<file path="config.mk">
export PLATFORM = sky130hd
export DESIGN_NAME = prog_loader
export DESIGN_NICKNAME = d
export VERILOG_FILES = /design/src/rtl/prog_loader.sv
export SDC_FILE = /design/constraint.sdc
export NUM_CORES = 1
export LEC_CHECK = 0
export CAP_MARGIN = 40
export CORE_MARGIN = 5
export CORE_UTILIZATION = 66
export DETAILED_ROUTE_END_ITERATION = 6
export DONT_BUFFER_PORTS = 1
export GPL_TIMING_DRIVEN = 0
export PLACE_DENSITY = 0.82
export SYNTH_ARGS = -nofsm -noshare
export SYNTH_HDL_FRONTEND = slang
export SYNTH_SLANG_ARGS = --single-unit
</file>
<file path="constraint.sdc">
create_clock -name clk -period 3.1 [get_ports clk]
set_input_delay 0.62 -clock clk [delete_from_list [all_inputs] [get_ports clk]]
set_output_delay 0.62 -clock clk [all_outputs]
set_load 0.01 [all_outputs]
</file>
<file path="src/rtl/prog_loader.sv">
// Boot-time program loader: receives a framed byte stream (length, payload,
// XOR checksum), writes the payload into program memory from address 0, and
// holds the processor in reset until a frame checks out, then releases it
// after RST_HOLD cycles.
module prog_loader #(
    parameter int ADDR_W   = 5,
    parameter int DATA_W   = 8,
    parameter int RST_HOLD = 4
) (
    input  logic              clk,
    input  logic              rstn_ext,
    input  logic              in_valid,
    input  logic [DATA_W-1:0] in_data,
    output logic              in_ready,
    output logic              mem_we,
    output logic [ADDR_W-1:0] mem_addr,
    output logic [DATA_W-1:0] mem_wdata,
    output logic              rstn_inter,
    output logic              load_done,
    output logic              load_err
);

    localparam int CNT_W = ADDR_W + 1;
    localparam int DEPTH = 1 << ADDR_W;
    localparam logic [DATA_W-1:0] DEPTH_D = DATA_W'(DEPTH);
    localparam logic [7:0] HOLD_INIT = 8'(RST_HOLD);

    typedef enum logic [2:0] {
        ST_IDLE  = 3'd0,
        ST_LOAD  = 3'd1,
        ST_CHECK = 3'd2,
        ST_HOLD  = 3'd3,
        ST_RUN   = 3'd4,
        ST_ERROR = 3'd5
    } state_t;

    state_t state_r;
    state_t state_nxt_s;

    // count is one bit wider than the address so a full-depth frame
    // reaches DEPTH without wrapping before the last write
    logic [CNT_W-1:0]  len_r, len_nxt_s;
    logic [CNT_W-1:0]  cnt_r, cnt_nxt_s;
    logic [DATA_W-1:0] csum_r, csum_nxt_s;
    logic [7:0]        hold_r, hold_nxt_s;

    logic              in_ready_r, in_ready_nxt_s;
    logic              mem_we_r, mem_we_nxt_s;
    logic [ADDR_W-1:0] mem_addr_r, mem_addr_nxt_s;
    logic [DATA_W-1:0] mem_wdata_r, mem_wdata_nxt_s;
    logic              rstn_inter_r, rstn_inter_nxt_s;
    logic              load_done_r, load_done_nxt_s;
    logic              load_err_r, load_err_nxt_s;

    logic xfer_s;
    logic len_ok_s;
    logic last_s;
    logic csum_ok_s;

    assign xfer_s    = in_valid && in_ready_r;
    assign len_ok_s  = (in_data != {DATA_W{1'b0}}) && (in_data <= DEPTH_D);
    assign last_s    = ((cnt_r + {{(CNT_W-1){1'b0}}, 1'b1}) == len_r);
    assign csum_ok_s = (in_data == csum_r);

    // State register with synchronous active-low reset
    always_ff @(posedge clk) begin
        if (!rstn_ext) begin
            state_r <= ST_IDLE;
        end else begin
            state_r <= state_nxt_s;
        end
    end

    // Next-state decode
    always_comb begin
        state_nxt_s = state_r;
        case (state_r)
            ST_IDLE: begin
                if (xfer_s) begin
                    state_nxt_s = len_ok_s ? ST_LOAD : ST_ERROR;
                end else begin
                    state_nxt_s = ST_IDLE;
                end
            end
            ST_LOAD: begin
                if (xfer_s && last_s) begin
                    state_nxt_s = ST_CHECK;
                end else begin
                    state_nxt_s = ST_LOAD;
                end
            end
            ST_CHECK: begin
                if (xfer_s) begin
                    state_nxt_s = csum_ok_s ? ST_HOLD : ST_ERROR;
                end else begin
                    state_nxt_s = ST_CHECK;
                end
            end
            ST_HOLD: begin
                // last decrement to zero coincides with entering RUN
                if (hold_r <= 8'd1) begin
                    state_nxt_s = ST_RUN;
                end else begin
                    state_nxt_s = ST_HOLD;
                end
            end
            ST_RUN:   state_nxt_s = ST_RUN;
            ST_ERROR: state_nxt_s = ST_IDLE;
            default:  state_nxt_s = ST_IDLE;
        endcase
    end

    // Datapath and registered-output next values
    always_comb begin
        len_nxt_s       = len_r;
        cnt_nxt_s       = cnt_r;
        csum_nxt_s      = csum_r;
        hold_nxt_s      = hold_r;
        mem_we_nxt_s    = 1'b0;
        mem_addr_nxt_s  = mem_addr_r;
        mem_wdata_nxt_s = mem_wdata_r;
        load_err_nxt_s  = load_err_r;
        case (state_r)
            ST_IDLE: begin
                if (xfer_s && len_ok_s) begin
                    len_nxt_s  = in_data[CNT_W-1:0];
                    cnt_nxt_s  = {CNT_W{1'b0}};
                    csum_nxt_s = {DATA_W{1'b0}};
                end else if (xfer_s) begin
                    load_err_nxt_s = 1'b1;
                end else begin
                    len_nxt_s = len_r;
                end
            end
            ST_LOAD: begin
                if (xfer_s) begin
                    csum_nxt_s      = csum_r ^ in_data;
                    mem_we_nxt_s    = 1'b1;
                    mem_addr_nxt_s  = cnt_r[ADDR_W-1:0];
                    mem_wdata_nxt_s = in_data;
                    cnt_nxt_s       = cnt_r + {{(CNT_W-1){1'b0}}, 1'b1};
                end else begin
                    cnt_nxt_s = cnt_r;
                end
            end
            ST_CHECK: begin
                if (xfer_s && csum_ok_s) begin
                    load_err_nxt_s = 1'b0;
                    hold_nxt_s     = HOLD_INIT;
                end else if (xfer_s) begin
                    load_err_nxt_s = 1'b1;
                end else begin
                    hold_nxt_s = hold_r;
                end
            end
            ST_HOLD: begin
                hold_nxt_s = hold_r - 8'd1;
            end
            default: begin
                hold_nxt_s = hold_r;
            end
        endcase
        in_ready_nxt_s   = (state_nxt_s == ST_IDLE) || (state_nxt_s == ST_LOAD) ||
                           (state_nxt_s == ST_CHECK);
        rstn_inter_nxt_s = (state_nxt_s == ST_RUN);
        load_done_nxt_s  = (state_nxt_s == ST_RUN);
    end

    // Datapath and output registers with synchronous active-low reset
    always_ff @(posedge clk) begin
        if (!rstn_ext) begin
            len_r        <= {CNT_W{1'b0}};
            cnt_r        <= {CNT_W{1'b0}};
            csum_r       <= {DATA_W{1'b0}};
            hold_r       <= 8'd0;
            in_ready_r   <= 1'b0;
            mem_we_r     <= 1'b0;
            mem_addr_r   <= {ADDR_W{1'b0}};
            mem_wdata_r  <= {DATA_W{1'b0}};
            rstn_inter_r <= 1'b0;
            load_done_r  <= 1'b0;
            load_err_r   <= 1'b0;
        end else begin
            len_r        <= len_nxt_s;
            cnt_r        <= cnt_nxt_s;
            csum_r       <= csum_nxt_s;
            hold_r       <= hold_nxt_s;
            in_ready_r   <= in_ready_nxt_s;
            mem_we_r     <= mem_we_nxt_s;
            mem_addr_r   <= mem_addr_nxt_s;
            mem_wdata_r  <= mem_wdata_nxt_s;
            rstn_inter_r <= rstn_inter_nxt_s;
            load_done_r  <= load_done_nxt_s;
            load_err_r   <= load_err_nxt_s;
        end
    end

    assign in_ready   = in_ready_r;
    assign mem_we     = mem_we_r;
    assign mem_addr   = mem_addr_r;
    assign mem_wdata  = mem_wdata_r;
    assign rstn_inter = rstn_inter_r;
    assign load_done  = load_done_r;
    assign load_err   = load_err_r;

endmodule
</file>
==> run summary <==
number of antenna repair diodes: 0
shortest period the worst path allows: 2.20 ns
xor and xnor area share after synthesis: 6.08%
vias per inst: 6.06
Reg power frac: 62.1%
area fraction in and, or, nand and nor cells after synthesis: 27.3%
layout overhead on the synthesized area: 5.32%
number of maximum-capacitance violations: 0
wire length of the first global-routing pass: 9010 um
Post-Synthesis Cell Area: 2300 sq um
Post-Place Cells: 318
filler cell count: 305
Clock Pin Slew Worst Setup and Hold Paths: 0.15 ns
number of DRC markers in iteration 0: 189
Post-Layout Cell Count: 326
Final Hold Viols: 0
element type at the critical path end: register
count of unresolved DRC violations after routing: 0
FP Rows: 21
LEAKAGE: 0.912 nW
total congestion overflow after global routing: 0
Net Sw Power: 260 uW
sinks on the clock net: 48
status: finished, final reports clean
WL per Instance: 15.8 um
skew final: 0.0128 ns
post-layout instance area: 2430 sq um
setup total negative slack: 0 ns
placed inst area: 2360 sq um
most area-hungry cell type in the Yosys netlist: sky130_fd_sc_hd__dfxtp_1
effective utilization at floorplan: 68.5%
maximum frequency from static timing analysis: 455 MHz
placeable core region: 3360 sq um
number of synthesized register bits: 48
die footprint: 4770 sq um
critical path data required time: 3.41 ns
number of levels the H-tree was split into: 2
post-synthesis async set-or-reset flop share: 0%
number of I/O port buffers: 0
maximum net fanout on the critical path: 10
Chip Height: 69.1 um
Post-Route WL: 5160 um
register cell area after layout: 961 sq um
combinational share of power: 6.8%
switching share of power: 25.3%
unrepaired setup endpoints after global routing: false
Detail Route Antenna Nets: 0
vias in the first global route: 1904
Hold Path Class: input port to register
GRT Util Overall: 22.7%
# hold bufs at CTS: 0
Net count, final: 293
multiplexer share of the synthesized area: 0.489%
layout cells sized above 1: 5.71%
weighted congestion reported at the end of routability-driven placement: 0.912
Adder-Cell Fraction of Synth Area: 1.63%
antenna violations before repair: 0
Synth area leaders: sky130_fd_sc_hd__dfxtp_1, sky130_fd_sc_hd__nand2_1, sky130_fd_sc_hd__a21oi_1
overall power: 1.03 mW
detailed-routing iteration count for the pre-antenna-repair pass: 5
Pwr Density: 425 nW/um^2
area of combinational cells with multiple inputs: 1240 sq um
clock tree from TritonCTS: done
hold_ws: 0.365 ns
number of buffers added by the clock tree synthesis step: 5
kind of critical path: register to register
maximum number of pins on one net before global-route repair: 16
count of flip-flops with a built-in enable after synthesis: 0
synthesized instance count: 272
share of power burned in the clock network: 31.1%
peak supply drop: 0.307 mV
post-route clock period utilization: 70.9%
clock insertion delay at the later pin of the skew report: 0.37 ns
share of Yosys cell area claimed by the top area cell type: 41.7%
sequential element share of the synthesized area: 41.7%
overall via count from detail_route: 1976
Finish-stage setup viols: 0
Net Count, Synth: 286
CTS max path bufs: 2
max-slew violation count: 0
half-perimeter wire length after placement: 3820 um
type of element launching the critical path: register
data arrival time of the worst path: 2.51 ns
transition time at the pin with the least slew margin: 0.726 ns
slew margin rel.: 51.1%
ys flop type: sky130_fd_sc_hd__dfxtp_1
dominant combinational cell family by area after synthesis: simple AND/OR/NAND/NOR gates
Setup Fix Bufs, Post-CTS: 0
most frequently used cell type in the post-synthesis netlist: sky130_fd_sc_hd__dfxtp_1
clock root buffer: sky130_fd_sc_hd__clkbuf_4
I/O pins: 29
Die Wd: 69.1 um
mean area per synthesized cell: 8.47 sq um
warnings from Yosys: 0
post-CTS resize count: 0
list of most frequent post-synthesis cells: sky130_fd_sc_hd__dfxtp_1, sky130_fd_sc_hd__nand2_1, sky130_fd_sc_hd__a21oi_1
count of unique library cells instantiated by Yosys: 46
share of the synthesized area in compound gates (AO/OA/AOI/OAI): 18.2%
internal power summed over all cells: 770 uW
[metrics by stage]
| stage | utilization, % | setup slack (ns) |
|---|---|---|
| finish | 72.1 | 0.903 |
| global route | 72.1 | 0.717 |
| CTS | 72.1 | 0.857 |
| detailed placement | 70.2 | 0.736 |
| global placement | 70.2 | 0.749 |
| floorplan | - | 0.900 |
[placed cells by master, fill, tap and decap left out, drive strengths merged, types with 4 or more instances in the layout]
cell    Yosys  final
o21ai      12     12
nand3      13     13
or4         4      4
a21oi      21     21
nor3b       7      7
xnor2       6      6
and3        5      5
clkbuf      9     15
nor2       15     15
a221o       7      7
nand2b      4      4
xor2       10     10
nand2      39     39
nor2b       6      6
buf         6      6
dfxtp      48     48
inv         7      8
nor4        5      5
nor3        9      9
[routing by layer]
metal | vias to the layer above | share of wire, % | track usage (%)
met1 | 929 | 43 | 28.6
li1 | 981 | - | -
met2 | 57 | 49 | 37.0
met5 | - | 0 | 0
met3 | 9 | 6.5 | 6.54
met4 | 0 | 1.3 | 7.81
[cell families (layout without fill, tap and decap cells)]
group	after synthesis	in the layout
xor gates and xnor gates	16	16
adders and majority gates	3	3
DFF	48	48
and+or+nand+nor	121	121
muxes	1	1
AOI/OAI and AO/OA	61	61
buffers and inverters	22	30
[layout make-up]
class / instances / share of cell area [%]
clock inverters: 2 / 0.567
flip-flops and latches: 48 / 39.6
well taps: 46 / 2.37
multi-input cells: 202 / 51.0
clock buffers: 6 / 2.11
inverters: 7 / 1.08
plain buffers: 15 / 3.25
[worst max-delay path, cell delays in order, from the launching register on]
cell and delay [ns]:
sky130_fd_sc_hd__dfxtp_1 0.43, sky130_fd_sc_hd__nand2_1 0.16, sky130_fd_sc_hd__nor3_1 0.59, sky130_fd_sc_hd__nand2_1 0.15, sky130_fd_sc_hd__inv_1 0.18, sky130_fd_sc_hd__buf_1 0.41, sky130_fd_sc_hd__mux2_2 0.23
[state kept, by name (all words and copies together), names as in the netlist, 3 cells and up, named ones only]
name and count:
csum_r 8, hold_r 8, mem_wdata 8, cnt_r 6, len_r 6, mem_addr 5
state_r 3
[worst paths after layout]
kind / endpoint / from / cells after the start / slack [ns]
min: mem_wdata[5] / in_data[5] / 2 / 0.36
max reg2reg: cnt_r[0] / in_ready / 6 / 0.90
min reg2reg: len_r[3] / len_r[3] / 2 / 0.50
max: cnt_r[0] / in_ready / 6 / 0.90
[power by group through the flow]
stage	logic (mW)	registers [mW]	clock network, mW
6_report	0.0703	0.640	0.320
2_1_floorplan	0.0557	0.651	0
4_1_cts	0.0699	0.640	0.320
5_1_grt	0.0783	0.642	0.355
3_5_place_dp	0.0695	0.653	0
3_3_place_gp	0.0685	0.653	0
Power figures use the tool's default switching activity.
